File: src/rtl/single_port_memory_arbiter_pkg.sv
// Shared types and defaults for the two-port single-port-RAM arbiter.
package single_port_memory_arbiter_pkg;

   // Requester identity; also the encoding of the round-robin history.
   typedef enum logic {PORT_A = 1'b0, PORT_B = 1'b1} port_t;

   localparam int DEFAULT_DATAWIDTH = 8;
   localparam int DEFAULT_DATADEPTH = 1024;

   // A read may issue only when nothing is in flight for the port and its
   // response slot is empty or being drained this cycle.
   function automatic logic read_eligible(input logic pend,
                                          input logic rsp_valid,
                                          input logic rsp_ready);
      return !pend && !(rsp_valid && !rsp_ready);
   endfunction

endpackage

File: src/rtl/single_port_memory_arbiter_rr_arbiter_2.sv
// Two-way round-robin arbiter. On a tie the port that did not win last
// time is granted; the history only moves when a grant is actually taken.
module rr_arbiter_2
   import single_port_memory_arbiter_pkg::*;
(
   input  logic       clk,
   input  logic       reset_n,
   input  logic [1:0] req_i,
   input  logic       advance_i,
   output logic [1:0] grant_o
);

   port_t last_grant_q;
   port_t last_grant_d;

   // Grant selection: a lone requester wins, a tie goes to the other port.
   always_comb begin
      grant_o = 2'b00;
      if (req_i == 2'b11) begin
         grant_o = (last_grant_q == PORT_A) ? 2'b10 : 2'b01;
      end else begin
         grant_o = req_i;
      end
   end

   // History update: remember the winner of every taken grant.
   always_comb begin
      last_grant_d = last_grant_q;
      if (advance_i && grant_o[0]) begin
         last_grant_d = PORT_A;
      end else if (advance_i && grant_o[1]) begin
         last_grant_d = PORT_B;
      end
   end

   // History register; resets to B so that A wins the first tie.
   always_ff @(posedge clk or negedge reset_n) begin
      if (!reset_n) begin
         last_grant_q <= PORT_B;
      end else begin
         last_grant_q <= last_grant_d;
      end
   end

endmodule

File: src/rtl/single_port_memory_arbiter.sv
// Front end for a single-port RAM shared by two requesters (A and B).
// Handshake: a request transfers in the cycle where req_valid and req_ready
// are both high (req_ready is the combinational grant); a response transfers
// in the cycle where rsp_valid and rsp_ready are both high, and rsp_valid /
// rsp_rdata stay stable until then.
// Read timing: grant in N, RAM data in N+1, registered response from N+2.
module single_port_memory_arbiter
   import single_port_memory_arbiter_pkg::*;
#(
   parameter int DATAWIDTH    = DEFAULT_DATAWIDTH,
   parameter int DATADEPTH    = DEFAULT_DATADEPTH,
   parameter int ADDRESSWIDTH = $clog2(DATADEPTH)
) (
   input  logic                    clk,
   input  logic                    reset_n,
   input  logic                    a_req_valid,
   output logic                    a_req_ready,
   input  logic                    a_req_write,
   input  logic [ADDRESSWIDTH-1:0] a_req_address,
   input  logic [DATAWIDTH-1:0]    a_req_wdata,
   output logic                    a_rsp_valid,
   input  logic                    a_rsp_ready,
   output logic [DATAWIDTH-1:0]    a_rsp_rdata,
   input  logic                    b_req_valid,
   output logic                    b_req_ready,
   input  logic                    b_req_write,
   input  logic [ADDRESSWIDTH-1:0] b_req_address,
   input  logic [DATAWIDTH-1:0]    b_req_wdata,
   output logic                    b_rsp_valid,
   input  logic                    b_rsp_ready,
   output logic [DATAWIDTH-1:0]    b_rsp_rdata,
   output logic                    mem_write_en,
   output logic [ADDRESSWIDTH-1:0] mem_address,
   output logic [DATAWIDTH-1:0]    mem_data_in,
   input  logic [DATAWIDTH-1:0]    mem_data_out
);

   typedef struct packed {
      logic                    write;
      logic [ADDRESSWIDTH-1:0] address;
      logic [DATAWIDTH-1:0]    wdata;
   } mem_req_t;

   mem_req_t             req     [2];
   mem_req_t             win_req;
   logic [1:0]           req_valid;
   logic [1:0]           rsp_ready;
   logic [1:0]           eligible;
   logic [1:0]           grant;
   logic [1:0]           pend;
   logic [1:0]           rsp_valid;
   logic [DATAWIDTH-1:0] rsp_rdata [2];

   assign req[0]    = '{write: a_req_write, address: a_req_address, wdata: a_req_wdata};
   assign req[1]    = '{write: b_req_write, address: b_req_address, wdata: b_req_wdata};
   assign req_valid = {b_req_valid, a_req_valid};
   assign rsp_ready = {b_rsp_ready, a_rsp_ready};

   // Eligibility: writes always qualify, reads only with a free response
   // slot. Held in reset so nothing is granted while reset_n is low.
   always_comb begin
      eligible = 2'b00;
      for (int p = 0; p < 2; p++) begin
         eligible[p] = reset_n && req_valid[p] &&
                       (req[p].write || read_eligible(pend[p], rsp_valid[p], rsp_ready[p]));
      end
   end

   rr_arbiter_2 u_arb (
      .clk       (clk),
      .reset_n   (reset_n),
      .req_i     (eligible),
      .advance_i (|eligible),
      .grant_o   (grant)
   );

   // RAM request mux: winner's fields, or all-zero when idle.
   always_comb begin
      win_req = '0;
      if (grant[0]) begin
         win_req = req[0];
      end else if (grant[1]) begin
         win_req = req[1];
      end
   end

   assign mem_write_en = win_req.write;
   assign mem_address  = win_req.address;
   assign mem_data_in  = win_req.wdata;
   assign a_req_ready  = grant[0];
   assign b_req_ready  = grant[1];

   for (genvar p = 0; p < 2; p++) begin : g_rsp
      logic                 pend_q;
      logic                 pend_d;
      logic                 valid_q;
      logic                 valid_d;
      logic [DATAWIDTH-1:0] rdata_q;
      logic [DATAWIDTH-1:0] rdata_d;

      // Response slot: capture RAM data the cycle after a read grant; a
      // capture on the handshake edge reloads instead of clearing.
      always_comb begin
         pend_d  = grant[p] && !req[p].write;
         valid_d = valid_q;
         rdata_d = rdata_q;
         if (pend_q) begin
            valid_d = 1'b1;
            rdata_d = mem_data_out;
         end else if (valid_q && rsp_ready[p]) begin
            valid_d = 1'b0;
         end
      end

      // Response state; reset drops any in-flight read.
      always_ff @(posedge clk or negedge reset_n) begin
         if (!reset_n) begin
            pend_q  <= 1'b0;
            valid_q <= 1'b0;
            rdata_q <= '0;
         end else begin
            pend_q  <= pend_d;
            valid_q <= valid_d;
            rdata_q <= rdata_d;
         end
      end

      assign pend[p]      = pend_q;
      assign rsp_valid[p] = valid_q;
      assign rsp_rdata[p] = rdata_q;
   end

   assign a_rsp_valid = rsp_valid[0];
   assign b_rsp_valid = rsp_valid[1];
   assign a_rsp_rdata = rsp_rdata[0];
   assign b_rsp_rdata = rsp_rdata[1];

endmodule

File: config.mk
export PLATFORM = sky130hd
export DESIGN_NAME = single_port_memory_arbiter
export DESIGN_NICKNAME = d
export VERILOG_FILES = /design/src/rtl/single_port_memory_arbiter_pkg.sv /design/src/rtl/single_port_memory_arbiter_rr_arbiter_2.sv /design/src/rtl/single_port_memory_arbiter.sv
export SDC_FILE = /design/constraint.sdc
export NUM_CORES = 1
export LEC_CHECK = 0
export BUFFER_PORTS_ARGS = -buffer_cell sky130_fd_sc_hd__buf_2
export CAP_MARGIN = 5
export CORE_MARGIN = 8
export CORE_UTILIZATION = 37
export CTS_CLUSTER_DIAMETER = 50
export CTS_CLUSTER_SIZE = 16
export DETAILED_ROUTE_END_ITERATION = 16
export MAX_ROUTING_LAYER = met4
export PLACE_DENSITY = 0.82
export RECOVER_POWER = 50
export SLEW_MARGIN = 20
export SYNTH_ARGS = -nofsm -noshare
export SYNTH_HDL_FRONTEND = slang
export SYNTH_SLANG_ARGS = --single-unit
File: constraint.sdc
create_clock -name clk -period 2.2 [get_ports clk]
set_clock_uncertainty 0.2 [all_clocks]
set_input_delay 0.66 -clock clk [delete_from_list [all_inputs] [get_ports clk]]
set_output_delay 0.66 -clock clk [all_outputs]
set_load 0.01 [all_outputs]
==> flow_summary.ini <==
[drt]
route.detailed.drc = 0
first_pass_iters = 4
routed_wirelength_mm = 5.07
maxUsedRoutingLayer = met4
m1WireLength_mm = 2.01
postRouteAntennaNets = 0
route.met2.wl_mm = 2.43
wl_met3_um = 610
wl_per_cell_um = 17.9
vias = 1580
drt_iter0_drc = 110
vias_per_cell = 5.58

[worst_setup_path]
path_class = in -> out
required_ps = 1340
critPathMaxFanout = 9
worstPathArrival_ps = 1790
r2r_setup_slack_ps = 550
crit_path_start_kind = input pin
r2r-start = b_rsp_valid
r2r_cells = 4
r2r_end = u_arb.last_grant_q
setup.worst_path.end_class = output pin

[synthesis]
synth-edff-count = 0
synth.most_common_cell = nand4_1
synthArstFlopShare_pct = 100
ys_ff_latch = 21
synth_area_leaders = dfrtp_1 (38%), nand4_1 (17%), mux2_2 (14%), o22ai_1 (8.6%), buf_2 (4.2%)
syn_inst = 134
post_synth_num_cell_types = 26
synth_commonest_cells = nand4_1 (36), dfrtp_1 (20), o22ai_1 (18), mux2_2 (16), buf_2 (11)
yosysTopAreaCellShare_pct = 38.4
synth_ff_type = dfrtp_1
syn-num-nets = 186
yosysWarnings = 0
ys_seq_area_share_pct = 40.4
synth_area_um2 = 1300
avgSynthCellArea_um2 = 9.73
yosysTopAreaCell = dfrtp_1

[cells_and_area]
postLayoutCoreUtil_pct = 71.1
syn2layout_area_growth_pct = 83.3
final_cells = 283
drive_gt1_share_pct = 69.2
fin_nets = 290
antenna_cells = 0

[global_route]
grt_max_degree = 21
gr-total-overflow = 0
grt_pass1_wl_mm = 7.49
antenna_found_initial = 0
grt_pass1_vias = 1594
track_usage_pct = 17.0

[die]
fp.dieH_um = 75.4
initial_utilization_pct = 38.8
fp.coreArea_um2 = 3360
io_pins = 91
die_area_um2 = 5680
chipWidth_um = 75.4
num_rows = 21

[clocking]
clk_pin_slew_ps = 110
cts-root-buf = clkbuf_4
clock_sinks = 21
clk_path_buf_depth = 2
clock_latency_ps = 290
cts-htree-levels = 1
ctsHoldBuffers = 0
cts_buffers = 3
cts_tree = built

[timing]
fin_crit_ps = 2650
setup_violations = 21
worst-slew-pin-transition_ps = 887
slew_violations = 0
final.setup.tns_ps = -8660
worst_slack_ps = -454
hold_viol_final = 0
rsz0062_at_grt = yes
finalCritPeriodShare_pct = 121
fmax_ghz = 0.377
relSlewSlack_pct = 40.9

[placed_design]
io_buffers = 90
placed_cells = 276
dpl.hpwl_mm = 3.66
gp_congestion = 0.809
dp_slack_ps = -590

[outcome]
failed_checks = setup timing
status = finished, violations left

[worst_hold_path]
min_path_type = in -> async

[pwr]
p_per_area_nw_per_um2 = 539
p_leak_nw = 1.05
ir_drop_uv = 454

[flow_run]
max-cap-violations = 0
-- worst max-delay path by stage --
stage                startpoint              to  slack [ps]  cells past startpoint
global placement        reset_n  mem_data_in[0]        -580                      5
finish              b_rsp_ready  mem_address[5]        -450                      5
detailed placement      reset_n  mem_data_in[0]        -590                      5
CTS                 b_rsp_ready  mem_address[7]        -450                      5
floorplan           b_req_write  mem_address[0]        -240                      5
global route        b_rsp_ready  mem_address[5]        -480                      5
-- stage by stage --
| step | power [W] | hold WS [ps] | cell area, um2 |
|---|---|---|---|
| floorplan | 0.000846 | 164 | 1620 |
| global placement | 0.00105 | 284 | 2190 |
| detailed placement | 0.00107 | 291 | 2190 |
| CTS | 0.00128 | 133 | 2330 |
| global route | 0.00137 | 191 | 2390 |
| finish | 0.00129 | 186 | 2390 |
-- worst max-delay path, cell delays in order --
cell and delay, ps:
buf_6 90, or3b_4 420, and4b_4 290, o22ai_4 170
buf_2 160
-- state kept, by name, indices dropped and copies added (netlist names) --
name	cells
b_rsp_rdata	8
b_rsp_valid	1
a_rsp_valid	1
a_rsp_rdata	8
g_rsp.pend_q	2
u_arb.last_grant_q	1
-- cells in the final DEF (no fill, tap or decap) --
master,n
o41ai_2,1
buf_6,21
and4_4,1
nand3_2,2
nor2b_1,1
nand2b_1,2
o211ai_1,1
nor3_1,1
dfrtp_1,20
clkbuf_1,4
inv_1,1
nand2_1,3
and3_1,1
nor3_2,1
o22ai_4,17
buf_12,3
or3b_4,2
and4b_4,3
nand4_1,36
buf_2,72
clkbuf_4,4
mux2_2,16
buf_4,15
a21o_1,2
nor2_4,2
or2_2,1
o22ai_2,1
and2_1,1
and2_4,1
dfstp_2,1
-- repair_timing --
action	in CTS	in global routing
endpoints found under the setup margin	21	21
resized for setup	15	13
buffers inserted	1	0
pin swaps	7	5
gates cloned	2	0
-- final cells by class --
type,instances,area [um2]
clock buffers,4,26.3
fillers,256,973
inverters,1,3.75
multi-input cells,96,987
flip-flops and latches,21,527
well taps,46,57.6
repair buffers,115,788
-- cells by family after synthesis --
logic type / Yosys count / share of synthesized area (%)
simple gates: 56 / 27.1
flops: 21 / 40.4
mux: 16 / 13.8
compound gates: 22 / 11.0
buf+inv: 19 / 7.68
-- power by group --
group / internal [W] / total (W) / switching [W]
logic: 0.000318 / 0.000599 / 0.000281
registers: 0.000471 / 0.000516 / 0.0000450
clock network: 0.0000705 / 0.000173 / 0.000103
total: 0.000859 / 0.00129 / 0.000429
-- routing by layer --
metal	up-vias	track usage (%)
li1	744	-
met1	752	20.4
met2	78	28.0
met3	6	4.74
met4	0	3.20
met5	-	-
Power figures use the tool's default switching activity.
